`src/rtl/demux_1to2_4bit_reg.sv`:
```
// 1:2 registered demux with per-channel single-word hold, valid/ack and saturating word counters (auto-toggle routing: DEMUX_AUTO_TOGGLE_EN).
// Latency: one clk from accepted D to YA/YB; outputs are blanked combinationally while E=1.
// Backpressure: in_ready drops when the target channel holds an unconsumed word and its ack is low.
module demux_1to2_4bit_reg (
   input  logic       clk,
   input  logic       rst,
   input  logic       E,
   input  logic       S,
   input  logic [3:0] D,
   input  logic       in_valid,
   output logic       in_ready,
   output logic [3:0] YA,
   output logic [3:0] YB,
   output logic       A_valid,
   output logic       B_valid,
   input  logic       A_ack,
   input  logic       B_ack,
   output logic [7:0] cnt_A,
   output logic [7:0] cnt_B
);

   logic [3:0] r_ya;
   logic [3:0] r_yb;
   logic       r_a_vld;
   logic       r_b_vld;
   logic [7:0] r_cnt_a;
   logic [7:0] r_cnt_b;

   logic       w_tgt;
   logic       w_rdy_a;
   logic       w_rdy_b;
   logic       w_xfer;
   logic       w_ld_a;
   logic       w_ld_b;

`ifdef DEMUX_AUTO_TOGGLE_EN
   logic r_tog;

   // Toggle advances only on an actual transfer, so a stalled target holds the pointer.
   always_ff @(posedge clk) begin
      if (rst) begin
         r_tog <= 1'b0;
      end else if (w_xfer) begin
         r_tog <= ~r_tog;
      end
   end

   assign w_tgt = r_tog;
`else
   assign w_tgt = S;
`endif

   // A full channel can still accept when its consumer takes the old word this cycle.
   assign w_rdy_a  = !r_a_vld || A_ack;
   assign w_rdy_b  = !r_b_vld || B_ack;
   assign in_ready = !rst && !E && (w_tgt ? w_rdy_b : w_rdy_a);
   assign w_xfer   = in_valid && in_ready;
   assign w_ld_a   = w_xfer && !w_tgt;
   assign w_ld_b   = w_xfer &&  w_tgt;

   always_ff @(posedge clk) begin
      if (rst) begin
         r_ya    <= 4'd0;
         r_a_vld <= 1'b0;
         r_cnt_a <= 8'd0;
      end else if (w_ld_a) begin
         r_ya    <= D;
         r_a_vld <= 1'b1;
         if (r_cnt_a != 8'hFF) begin
            r_cnt_a <= r_cnt_a + 8'd1;
         end
      end else if (!E && A_ack && r_a_vld) begin
         r_a_vld <= 1'b0;
      end
   end

   always_ff @(posedge clk) begin
      if (rst) begin
         r_yb    <= 4'd0;
         r_b_vld <= 1'b0;
         r_cnt_b <= 8'd0;
      end else if (w_ld_b) begin
         r_yb    <= D;
         r_b_vld <= 1'b1;
         if (r_cnt_b != 8'hFF) begin
            r_cnt_b <= r_cnt_b + 8'd1;
         end
      end else if (!E && B_ack && r_b_vld) begin
         r_b_vld <= 1'b0;
      end
   end

   // Disabled: contents are retained but hidden from the consumers.
   assign YA      = E ? 4'd0 : r_ya;
   assign YB      = E ? 4'd0 : r_yb;
   assign A_valid = !E && r_a_vld;
   assign B_valid = !E && r_b_vld;
   assign cnt_A   = r_cnt_a;
   assign cnt_B   = r_cnt_b;

endmodule

```
`config.mk`:
```
export PLATFORM = sky130hd
export DESIGN_NAME = demux_1to2_4bit_reg
export DESIGN_NICKNAME = d
export VERILOG_FILES = /design/src/rtl/demux_1to2_4bit_reg.sv
export SDC_FILE = /design/constraint.sdc
export NUM_CORES = 1
export LEC_CHECK = 0
export ABC_AREA = 0
export CORE_AREA = 2 2 76 78
export CTS_BUF_LIST = sky130_fd_sc_hd__clkbuf_8 sky130_fd_sc_hd__clkbuf_16
export DETAILED_ROUTE_END_ITERATION = 8
export DIE_AREA = 0 0 78 80
export GPL_ROUTABILITY_DRIVEN = 0
export PLACE_DENSITY = 0.56
export SETUP_SLACK_MARGIN = 0.3
export SKIP_CTS_REPAIR_TIMING = 1
export SLEW_MARGIN = 20
export SYNTH_ARGS = -nofsm -noshare
export SYNTH_HDL_FRONTEND = slang
export SYNTH_SLANG_ARGS = --single-unit
```
`constraint.sdc`:
```
create_clock -name clk -period 5.19 [get_ports clk]
set_clock_uncertainty 0.2 [all_clocks]
set_input_delay 1.038 -clock clk [delete_from_list [all_inputs] [get_ports clk]]
set_output_delay 1.038 -clock clk [all_outputs]
set_load 0.005 [all_outputs]
```
Word-level counts from Yosys, hierarchy flattened
Index checks and enable logic that the tools add are counted.

Word-level logic and storage cells: 39. Output and inout bits: 27. Bits in registers: 26.

Mux-type cells: 7. Equality and inequality tests: 2. Add/sub/neg operators: 2. Reductions and logical operators: 22.

Operators with widths (number): adder 8 x 1 -> 8 bit, second input constant (2); != test 8 bit, second input constant (2); logical AND 1 bit (11); two-way mux 4 bit (2); logical NOT 1 bit (5); two-way mux 1 bit (5); AND reduction 2 bit (2); nonzero test 2 bit (2); logical OR 1 bit (2).

Depth between registers and ports, before layout
Word-level depth: 7. Mapped depth: 7.

Least setup slack after synthesis
Ideal clock, no wire load.

Path type: input to register. From: input rst. To: register r_cnt_b[7], in the netlist cnt_B[7]. Slack: 2.347 ns. Stages: 6. Library setup time: 0.123 ns. Arrival time: 2.519 ns. Path through: buf_6 -> or3b_4 -> a211o_1 -> buf_6 -> nor4_4 -> mux2_1.

Longest elaborated chain between the ends: 6.

RTL lines: start, declared (RTL line 6) `input logic rst,`; logical NOT 1 bit (RTL line 56) `assign in_ready = !rst && !E && (w_tgt ? w_rdy_b : w_rdy_a);`; logical AND 1 bit (2 in a row) (RTL line 56); logical AND 1 bit (RTL line 57) `assign w_xfer = in_valid && in_ready;`; logical AND 1 bit (RTL line 59) `assign w_ld_b = w_xfer && w_tgt;`; AND reduction 2 bit (no source line); end signal, assigned (RTL line 86) `r_cnt_b <= r_cnt_b + 8'd1;`; end, declared (RTL line 27) `logic [7:0] r_cnt_b;`.

Parallel ways exist; a longest one is shown, timed or not. A chain may end at the register's enable or synchronous reset.

Worst setup path after layout
From: input E. To: output in_ready.

Longest elaborated chain between the ends: 3.

RTL lines: start, declared (RTL line 7) `input logic E,`; logical NOT 1 bit (RTL line 56); logical AND 1 bit (2 in a row) (RTL line 56); end, declared (RTL line 11) `output logic in_ready,`.

No other way between the ends.

==> flow_summary_export.csv <==
group,metric,value,unit
run_status,status,"completed",
critical_path,required,3950,ps
clocking,cts_buffer_depth,2,
floorplan,rows,27,
sta,rsz0062_at_grt,"no",
detailed_routing,drt_iter0_markers,51,
global_routing,grt_overflow,0,
critical_path,ff2ff_path_depth,5,
global_routing,grt_max_degree,21,
critical_path,path_cells,"clkdlybuf4s50_1, nor3_1, clkdlybuf4s50_1",
yosys,synthCells,149,
floorplan,num_io_pins,38,
floorplan,die_w,78,um
yosys,synth.distinct_cells,35,
critical_path,critPathLaunchType,"primary input",
critical_path,r2r-start,"cnt_B[0]",
sta,tightest_slew,744,ps
power_and_ir_drop,p_sw_share,20.8,%
critical_path,worst_ep_arrival_time,2500,ps
detailed_routing,wl_per_cell,12.6,um
clocking,clock_sinks,26,
critical_path,crit_slowest_cell,"clkdlybuf4s50_1",
power_and_ir_drop,p_leak,0.588,nW
final_layout,diodes,0,
power_and_ir_drop,pwr-share-seq,50.4,%
sta,tns,0,ps
sta,drv_slew,0,
detailed_routing,vias,1199,
final_layout,nNetsFinal,196,
worst_hold_path,hold_start,"r_ya[3]",
detailed_routing,drc,0,
sta,finalSetupViolations,0,
clocking,cts_tree,"yes",
critical_path,crit_fanout,14,
power_and_ir_drop,ir_drop,95.7,uV
power_and_ir_drop,clkPwrFrac,42.4,%
final_layout,nFillCells,605,
sta,fin_crit_sh,71.9,%
global_routing,grt.total_usage,10.7,%
final_layout,final_cell_mix,"37 x clkdlybuf4s50_1, 26 x dfxtp_1, 14 x a21oi_1",
clocking,cts_htree_levels,1,
final_layout,area_growth_syn_to_layout,38.1,%
critical_path,rrSetupSlack,3010,ps
yosys,yosysSeqAreaShare,40.1,%
critical_path,slowest_delay,660,ps
yosys,avgSynthCellArea,8.71,sq um
sta,hold_viol,0,
critical_path,end_kind,"primary output",
clocking,cts_buffers,3,
clocking,clkLatencyLatePin,270,ps
run,maxCapViolations,0,
placement,io_buffers,37,
detailed_routing,postRouteAntennaNets,0,
clocking,clock-root-buffer,"clkbuf_8",
detailed_routing,firstDrtPassIters,4,
floorplan,die_height,80,um
final_layout,final_common_cell,"clkdlybuf4s50_1",
yosys,syn-num-nets,162,
yosys,ys_ff_latch,26,
worst_hold_path,holdPathStages,2,
power_and_ir_drop,switching_power,0.0841,mW
sta,relSlewSlack,50.3,%
global_routing,grt_pass1_vias,1107,
floorplan,initial_core_util,24.0,%
power_and_ir_drop,combPwrFrac,7.2,%
sta,fmax,0.268,GHz
yosys,netlist_area,1300,sq um
clocking,cts.clk_slew.worst_paths,100,ps
power_and_ir_drop,power.density,226,nW/um^2
global_routing,antenna_found_initial,0,
floorplan,coreArea,5410,sq um
final_layout,drive_gt1_share,4.95,%
worst_hold_path,hold_path_class,"flop to flop",
sta,min_period,3730,ps
global_routing,grt_pass1_wl,5.45,mm
detailed_routing,wl,3.20,mm
floorplan,die_area,6240,sq um
critical_path,path_class,"primary input to primary output",
detailed_routing,avgViaCountPerCell,4.72,
sta,whs,261,ps
worst_hold_path,holdPathEnd,"r_ya[3]",
critical_path,cpMostUsedCell,"clkdlybuf4s50_1",
yosys,yosysWarnings,0,
power_and_ir_drop,p_int,0.320,mW
critical_path,worst_r2r_endpoint,"cnt_B[7]",
placement,hpwl,2.22,mm
## through the flow
stage	instance area, sq um	setup slack (ps)	instances	util (%)	total power, mW
CTS	1790	1430	254	33.1	0.411
floorplan	1300	2350	149	-	0.222
global placement	1720	1420	250	31.7	0.238
finish	1790	1460	254	33.1	0.404
global route	1790	1350	254	33.1	0.421
detailed placement	1720	1380	250	31.7	0.238
## critical path, delay by kind of cell
kind	cells	cell delay (ps)
AND/OR/NAND/NOR	1	270
buffers and inverters	2	1180
## state kept, by name (all words and copies together), names as in the netlist
name / count
r_a_vld: 1
r_ya: 4
r_b_vld: 1
cnt_B: 8
cnt_A: 8
r_yb: 4
## cell type report
type                            count  area (sq um)  area share [%]
Clock buffer                        3          41.3            2.30
Multi-Input combinational cell    106           702            39.2
Tap cell                           72          90.1            5.03
Inverter                            8          30.0            1.68
Sequential cell                    26           520            29.1
Timing Repair Buffer               38           378            21.1
Clock inverter                      1          30.0            1.68
## power groups by stage
stage / sequential, mW / clock [mW] / combinational [mW]
5_1_grt: 0.204 / 0.184 / 0.0322
3_3_place_gp: 0.208 / 0 / 0.0295
3_5_place_dp: 0.208 / 0 / 0.0294
2_1_floorplan: 0.208 / 0 / 0.0145
6_report: 0.204 / 0.171 / 0.0290
4_1_cts: 0.204 / 0.177 / 0.0296
## cell usage after synthesis, drive strengths merged
cell / instances / share of area, %
dfxtp: 26 / 40
a21oi: 14 / 5.4
nand2: 13 / 3.8
nor2b: 11 / 5.3
inv: 8 / 2.3
nand3: 7 / 2.7
o21ai: 7 / 2.7
clkbuf: 6 / 1.7
nor2: 5 / 1.4
o31ai: 5 / 2.9
mux2i: 4 / 3.1
nor4: 4 / 3.1
o311ai: 4 / 2.7
or4: 4 / 2.3
and4: 3 / 2.0
buf: 3 / 2.1
nor3: 3 / 1.2
o41ai: 3 / 2.0
ha: 2 / 1.9
nand3b: 2 / 2.1
nand4: 2 / 0.96
o31a: 2 / 1.4
or3: 2 / 0.96
or3b: 2 / 1.5
a211o: 1 / 0.68
a211oi: 1 / 0.58
a31oi: 1 / 0.48
mux2: 1 / 0.87
nand2b: 1 / 0.48
nor3b: 1 / 0.58
o21a: 1 / 0.58
## cell families after synthesis
logic type	count (synthesis)	share of synthesized area, %
buffers and inverters	17	6.17
AND/OR/NAND/NOR	60	28.4
flip-flops	26	40.1
multiplexers	5	3.95
adder cells (fa/ha/maj)	2	1.93
AO/OA/AOI/OAI	39	19.4
## worst max path at each step
stage                     from  endpoint  slack, ps  cells after the start
after floorplan            rst  cnt_B[7]       2350                      6
after global placement       E  cnt_B[7]       1420                      5
after detailed placement     E  cnt_B[7]       1380                      5
after CTS                    E  in_ready       1430                      3
after global routing         E  in_ready       1350                      3
final                        E  in_ready       1460                      3
## per-layer routing
layer	track usage, %	vias to the layer above	wire length [um]
met5	0	-	0
met4	1.58	0	9
met3	2.60	2	116
met2	15.8	30	1420
met1	15.8	553	1660
li1	-	614	-
(Power assumes the default switching activity.)
